--- config.mk ---
export PLATFORM = sky130hd
export DESIGN_NAME = iter_bit_alu
export DESIGN_NICKNAME = d
export VERILOG_FILES = /design/src/rtl/iter_bit_alu_pkg.sv /design/src/rtl/bitscan_step.sv /design/src/rtl/iter_bit_alu.sv
export SDC_FILE = /design/constraint.sdc
export NUM_CORES = 1
export LEC_CHECK = 0
export ABC_AREA = 1
export BUFFER_PORTS_ARGS = -buffer_cell sky130_fd_sc_hd__buf_2
export CAP_MARGIN = 20
export CORE_UTILIZATION = 30
export CTS_CLUSTER_DIAMETER = 80
export CTS_CLUSTER_SIZE = 25
export DETAILED_ROUTE_END_ITERATION = 7
export MAX_ROUTING_LAYER = met4
export SLEW_MARGIN = 10
export SYNTH_ARGS = -nofsm -noshare
export SYNTH_HDL_FRONTEND = slang
export SYNTH_SLANG_ARGS = --single-unit
--- constraint.sdc ---
create_clock -name clk -period 11 [get_ports clk]
set_input_delay 1.65 -clock clk [delete_from_list [all_inputs] [get_ports clk]]
set_output_delay 1.65 -clock clk [all_outputs]
set_load 0.02 [all_outputs]
--- src/rtl/iter_bit_alu_pkg.sv ---
// Shared opcode encoding and width helpers for the iterative bit-scan ALU.
package iter_bit_alu_pkg;

  typedef enum logic [3:0] {
    OP_ADD  = 4'd0,
    OP_SUB  = 4'd1,
    OP_OR   = 4'd2,
    OP_CMCO = 4'd3,
    OP_RSON = 4'd4,
    OP_POPC = 4'd5,
    OP_CLZ  = 4'd6
  } alu_op_e;

  typedef enum logic {
    ST_IDLE = 1'b0,
    ST_SCAN = 1'b1
  } alu_state_e;

  // Bits needed to hold a bit index 0..w-1 (at least one bit).
  function automatic int idx_w(input int w);
    return (w > 1) ? $clog2(w) : 1;
  endfunction

  // Bits needed to hold a count 0..w.
  function automatic int cnt_w(input int w);
    return $clog2(w + 1);
  endfunction

endpackage

--- src/rtl/bitscan_step.sv ---
// Combinational single-chunk update of the run/max/popcount/parity/last-set-bit scan state.
module bitscan_step
  import iter_bit_alu_pkg::*;
#(
  parameter int WIDTH = 32,
  parameter int CHUNK = 4
) (
  input  logic [CHUNK-1:0]        chunk,
  input  logic [idx_w(WIDTH)-1:0] base,
  input  logic [cnt_w(WIDTH)-1:0] run,
  input  logic [cnt_w(WIDTH)-1:0] maxrun,
  input  logic [cnt_w(WIDTH)-1:0] pop,
  input  logic                    par,
  input  logic [idx_w(WIDTH)-1:0] hi_idx,
  input  logic                    hi_seen,
  output logic [cnt_w(WIDTH)-1:0] run_nx,
  output logic [cnt_w(WIDTH)-1:0] maxrun_nx,
  output logic [cnt_w(WIDTH)-1:0] pop_nx,
  output logic                    par_nx,
  output logic [idx_w(WIDTH)-1:0] hi_idx_nx,
  output logic                    hi_seen_nx
);

  localparam int IW = idx_w(WIDTH);

  always_comb begin
    run_nx     = run;
    maxrun_nx  = maxrun;
    pop_nx     = pop;
    par_nx     = par;
    hi_idx_nx  = hi_idx;
    hi_seen_nx = hi_seen;
    // LSB first, so the run entering this chunk continues the previous chunk's top bits.
    for (int unsigned i = 0; i < CHUNK; i++) begin
      if (chunk[i]) begin
        run_nx     = run_nx + 1'b1;
        pop_nx     = pop_nx + 1'b1;
        par_nx     = ~par_nx;
        hi_idx_nx  = base + IW'(i);
        hi_seen_nx = 1'b1;
      end else begin
        run_nx = '0;
      end
      if (run_nx > maxrun_nx) maxrun_nx = run_nx;
    end
  end

endmodule

--- src/rtl/iter_bit_alu.sv ---
// Multi-cycle EX-stage ALU: single-cycle ADD/SUB/OR, chunked bit-scan ops behind start/busy/done.
module iter_bit_alu
  import iter_bit_alu_pkg::*;
#(
  parameter int WIDTH = 32,
  parameter int CHUNK = 4
) (
  input  logic             clk,
  input  logic             reset,
  input  logic             start,
  input  logic [3:0]       op,
  input  logic [WIDTH-1:0] a,
  input  logic [WIDTH-1:0] b,
  output logic             busy,
  output logic             done,
  output logic [WIDTH-1:0] result
);

  localparam int N  = WIDTH / CHUNK;
  localparam int CW = $clog2(N) + 1;
  localparam int IW = idx_w(WIDTH);
  localparam int RW = cnt_w(WIDTH);

  alu_state_e       state;
  alu_op_e          op_q;
  logic [WIDTH-1:0] a_q;
  logic [CW-1:0]    cnt;
  logic [RW-1:0]    run, maxrun, pop;
  logic             par, hi_seen;
  logic [IW-1:0]    hi_idx;

  logic [IW-1:0]    base;
  logic [RW-1:0]    run_nx, maxrun_nx, pop_nx;
  logic             par_nx, hi_seen_nx;
  logic [IW-1:0]    hi_idx_nx;

  assign base = IW'(int'(cnt) * CHUNK);

  bitscan_step #(
    .WIDTH (WIDTH),
    .CHUNK (CHUNK)
  ) u_step (
    .chunk      (a_q[base +: CHUNK]),
    .base       (base),
    .run        (run),
    .maxrun     (maxrun),
    .pop        (pop),
    .par        (par),
    .hi_idx     (hi_idx),
    .hi_seen    (hi_seen),
    .run_nx     (run_nx),
    .maxrun_nx  (maxrun_nx),
    .pop_nx     (pop_nx),
    .par_nx     (par_nx),
    .hi_idx_nx  (hi_idx_nx),
    .hi_seen_nx (hi_seen_nx)
  );

  always_ff @(posedge clk) begin
    if (reset) begin
      state   <= ST_IDLE;
      op_q    <= OP_ADD;
      a_q     <= '0;
      cnt     <= '0;
      run     <= '0;
      maxrun  <= '0;
      pop     <= '0;
      par     <= 1'b0;
      hi_idx  <= '0;
      hi_seen <= 1'b0;
      busy    <= 1'b0;
      done    <= 1'b0;
      result  <= '0;
    end else begin
      done <= 1'b0;
      case (state)
        ST_IDLE: begin
          if (start) begin
            case (alu_op_e'(op))
              OP_ADD: begin result <= a + b; done <= 1'b1; end
              OP_SUB: begin result <= a - b; done <= 1'b1; end
              OP_OR:  begin result <= a | b; done <= 1'b1; end
              OP_CMCO, OP_RSON, OP_POPC, OP_CLZ: begin
                op_q    <= alu_op_e'(op);
                a_q     <= a;
                cnt     <= '0;
                run     <= '0;
                maxrun  <= '0;
                pop     <= '0;
                par     <= 1'b0;
                hi_idx  <= '0;
                hi_seen <= 1'b0;
                busy    <= 1'b1;
                state   <= ST_SCAN;
              end
              default: begin result <= '0; done <= 1'b1; end
            endcase
          end
        end
        ST_SCAN: begin
          run     <= run_nx;
          maxrun  <= maxrun_nx;
          pop     <= pop_nx;
          par     <= par_nx;
          hi_idx  <= hi_idx_nx;
          hi_seen <= hi_seen_nx;
          if (cnt == CW'(N - 1)) begin
            // The final chunk's update feeds the result directly on the completion edge.
            case (op_q)
              OP_CMCO: result <= WIDTH'(maxrun_nx);
              OP_RSON: result <= WIDTH'(par_nx);
              OP_POPC: result <= WIDTH'(pop_nx);
              OP_CLZ:  result <= hi_seen_nx ? WIDTH'(WIDTH - 1 - int'(hi_idx_nx))
                                            : WIDTH'(WIDTH);
              default: result <= '0;
            endcase
            done  <= 1'b1;
            busy  <= 1'b0;
            state <= ST_IDLE;
          end else begin
            cnt <= cnt + 1'b1;
          end
        end
        default: state <= ST_IDLE;
      endcase
    end
  end

endmodule

==> run metrics <==
via count=9275; Crit Path Class=flip-flop to flip-flop; row count=62; core area=28700 um^2; Worst-path clk slew=0.07 ns; Min Hold Slack=0.457 ns; CTS Buffer Depth=2; Die ar.=29900 um^2; TritonCTS Buffers=9; clock latency on the worst-skew pair=0.36 ns; relative max-transition margin=29.6%; slowest CP cell=dfxtp_1; CTS sink count=100; Final Core Density=34.8%; post-route ant nets=0; Layout Skew=0.0151 ns; Ports=105; first-pass GRT wire length=45.0 mm; setup TNS=0 ns; largest net degree at the start of global routing=59; GRT Util Overall=19.1%; max-cap check violation count=0; count of pins over their slew limit=0; DR WL/cell=14.8 um; cts repair resizes=0; CTS root buffer=clkbuf_16; Worst Path Max Fanout=20; RSZ-0062 raised after global routing=false; Hold Violations, Final=0; die height=173 um; Die W=173 um; layout cells sized above 1=12.9%; CP endpoint kind=flip-flop; Buf/Inv on CP=8; Leakage Power=4.63 nW; most common library cells after synthesis=nand2_1, nor2_1, o21ai_0; Post-Syn Nets=1538; final WL=27.8 mm; min-delay worst type=flip-flop to flip-flop; Yosys cell types=55; grt total ovfl=0; slowest cell delay on critical path=0.76 ns; Max Fclk=137 MHz; Final Cycle Share=66.5%; synth warn=0; TritonCTS clock tree=yes; hold buffer count at cts=0; Yosys top cell by area=dfxtp_1; number of enable flip-flop cells after synthesis=0; Mapped Cells=1408; Worst-Margin Slew=1.05 ns; count leader, synth=nand2_1; status=finished, final reports clean; CP arrival=7.57 ns; Final GP Congestion=0.898; nets@finish=1616; Pwr per Cell Area=152 nW/um^2; crit start category=flip-flop; Post-synth ARST share=0%; fin crit period=7.31 ns; Post-Syn Area=8780 um^2; Mapped Avg Cell Area=6.23 um^2; Critical Path Start=cnt[0]; DP Wirelength=22.1 mm; Synth Flop Type=dfxtp_1; total iterations of the first detailed-routing run=5; largest cells by area after synthesis=dfxtp_1, nand2_1, o21ai_0, ha_1, nor2_1; DRC=0; Seq/Total Area, Yosys=22.8%; initial core utilization=30.6%; top-area cell type share of the netlist area=22.8%; setup violators final=0; vias per cell=4.95; origin of the worst min-delay path=a_q[16]; Worst R2R Start=cnt[0]; Starting DRT DRC Count=670; setup bufs post-CTS=0; CTS H-tree depth=3; delay-heaviest family, CP=simple AND/OR/NAND/NOR gates; Worst Path Required=11.25 ns; initial antenna violation count=0; Peak VDD IR=0.106 mV; area delta synth->final=13.7%; Port Buffers=104; Most Frequent Cell on Critical Path=nand2_1; Yosys reg bits=100; Inserted Diodes=0; vias in the first global route=8783
## where the power goes
part	total, W	internal, W	switching [W]
registers	0.000390	0.000378	0.0000129
clock network	0.000362	0.000203	0.000159
logic	0.000762	0.000260	0.000502
total	0.00151	0.000841	0.000674
## final timing paths
check        cells past startpoint  slack (ns)        end
max                             45        3.69  result[1]
min                              2        0.46    a_q[16]
max reg2reg                     45        3.69  result[1]
min reg2reg                      2        0.46    a_q[16]
## worst register-to-register path: cells and delay by family (launching register included)
kind / cells / cell delay [ns]
simple gates: 28 / 2.99
fa+ha+maj: 4 / 1.23
compound gates: 5 / 1.20
buf+inv: 8 / 1.04
flops: 1 / 0.76
## cell families after synthesis
family / count (synthesis) / share of synthesized area [%]
buffers and inverters: 200 / 9.04
xor gates and xnor gates: 60 / 6.07
and+or+nand+nor: 670 / 34.0
DFF: 100 / 22.8
AOI/OAI and AO/OA: 319 / 19.6
adders and majority gates: 59 / 8.50
## final cells by class
class	count	area (um^2)
fill	3248	18700
multi-input combinational	1108	5990
sequential	100	2000
timing repair buffer	113	588
inverter	154	586
tap	384	480
clock buffer	9	225
clock inverter	7	106
## cells in the final DEF (no fill, tap or decap), types with 7 or more instances in the layout
cell and count:
a21oi_1 119, buf_2 104, buf_4 9, clkbuf_16 9, dfxtp_1 100, ha_1 58
inv_1 147, nand2_1 330, nand2_2 17, nand3_1 64, nand3_2 14, nand4_1 13
nor2_1 163, nor3_1 28, o21ai_0 152, o22ai_1 7, xnor2_1 22, xor2_1 37
## registers in the layout (all words and copies together), names as in the netlist
signal / count
par: 1
a_q: 32
run: 6
maxrun: 6
pop: 6
cnt: 4
busy: 1
hi_idx: 5
op_q: 4
hi_seen: 1
state: 1
result: 32
done: 1
## per-layer routing
| layer | up-vias | routed length, um | track usage, % |
|---|---|---|---|
| met2 | 201 | 13300 | 32.5 |
| met1 | 4253 | 13000 | 24.3 |
| met5 | - | 0 | - |
| li1 | 4791 | - | - |
| met4 | 0 | 408 | 4.65 |
| met3 | 30 | 1110 | 1.72 |
## per-stage QoR
stage | setup WS (ns) | instance area [um^2] | total power (W) | instances
2_1_floorplan | 4.95 | 8780 | 0.000983 | 1408
3_3_place_gp | 3.90 | 9640 | 0.00115 | 1859
3_5_place_dp | 3.71 | 9640 | 0.00116 | 1859
4_1_cts | 3.67 | 9980 | 0.00152 | 1875
5_1_grt | 2.87 | 9980 | 0.00164 | 1875
6_report | 3.69 | 9980 | 0.00151 | 1875
Note: power is estimated with default switching activity, not from simulation.
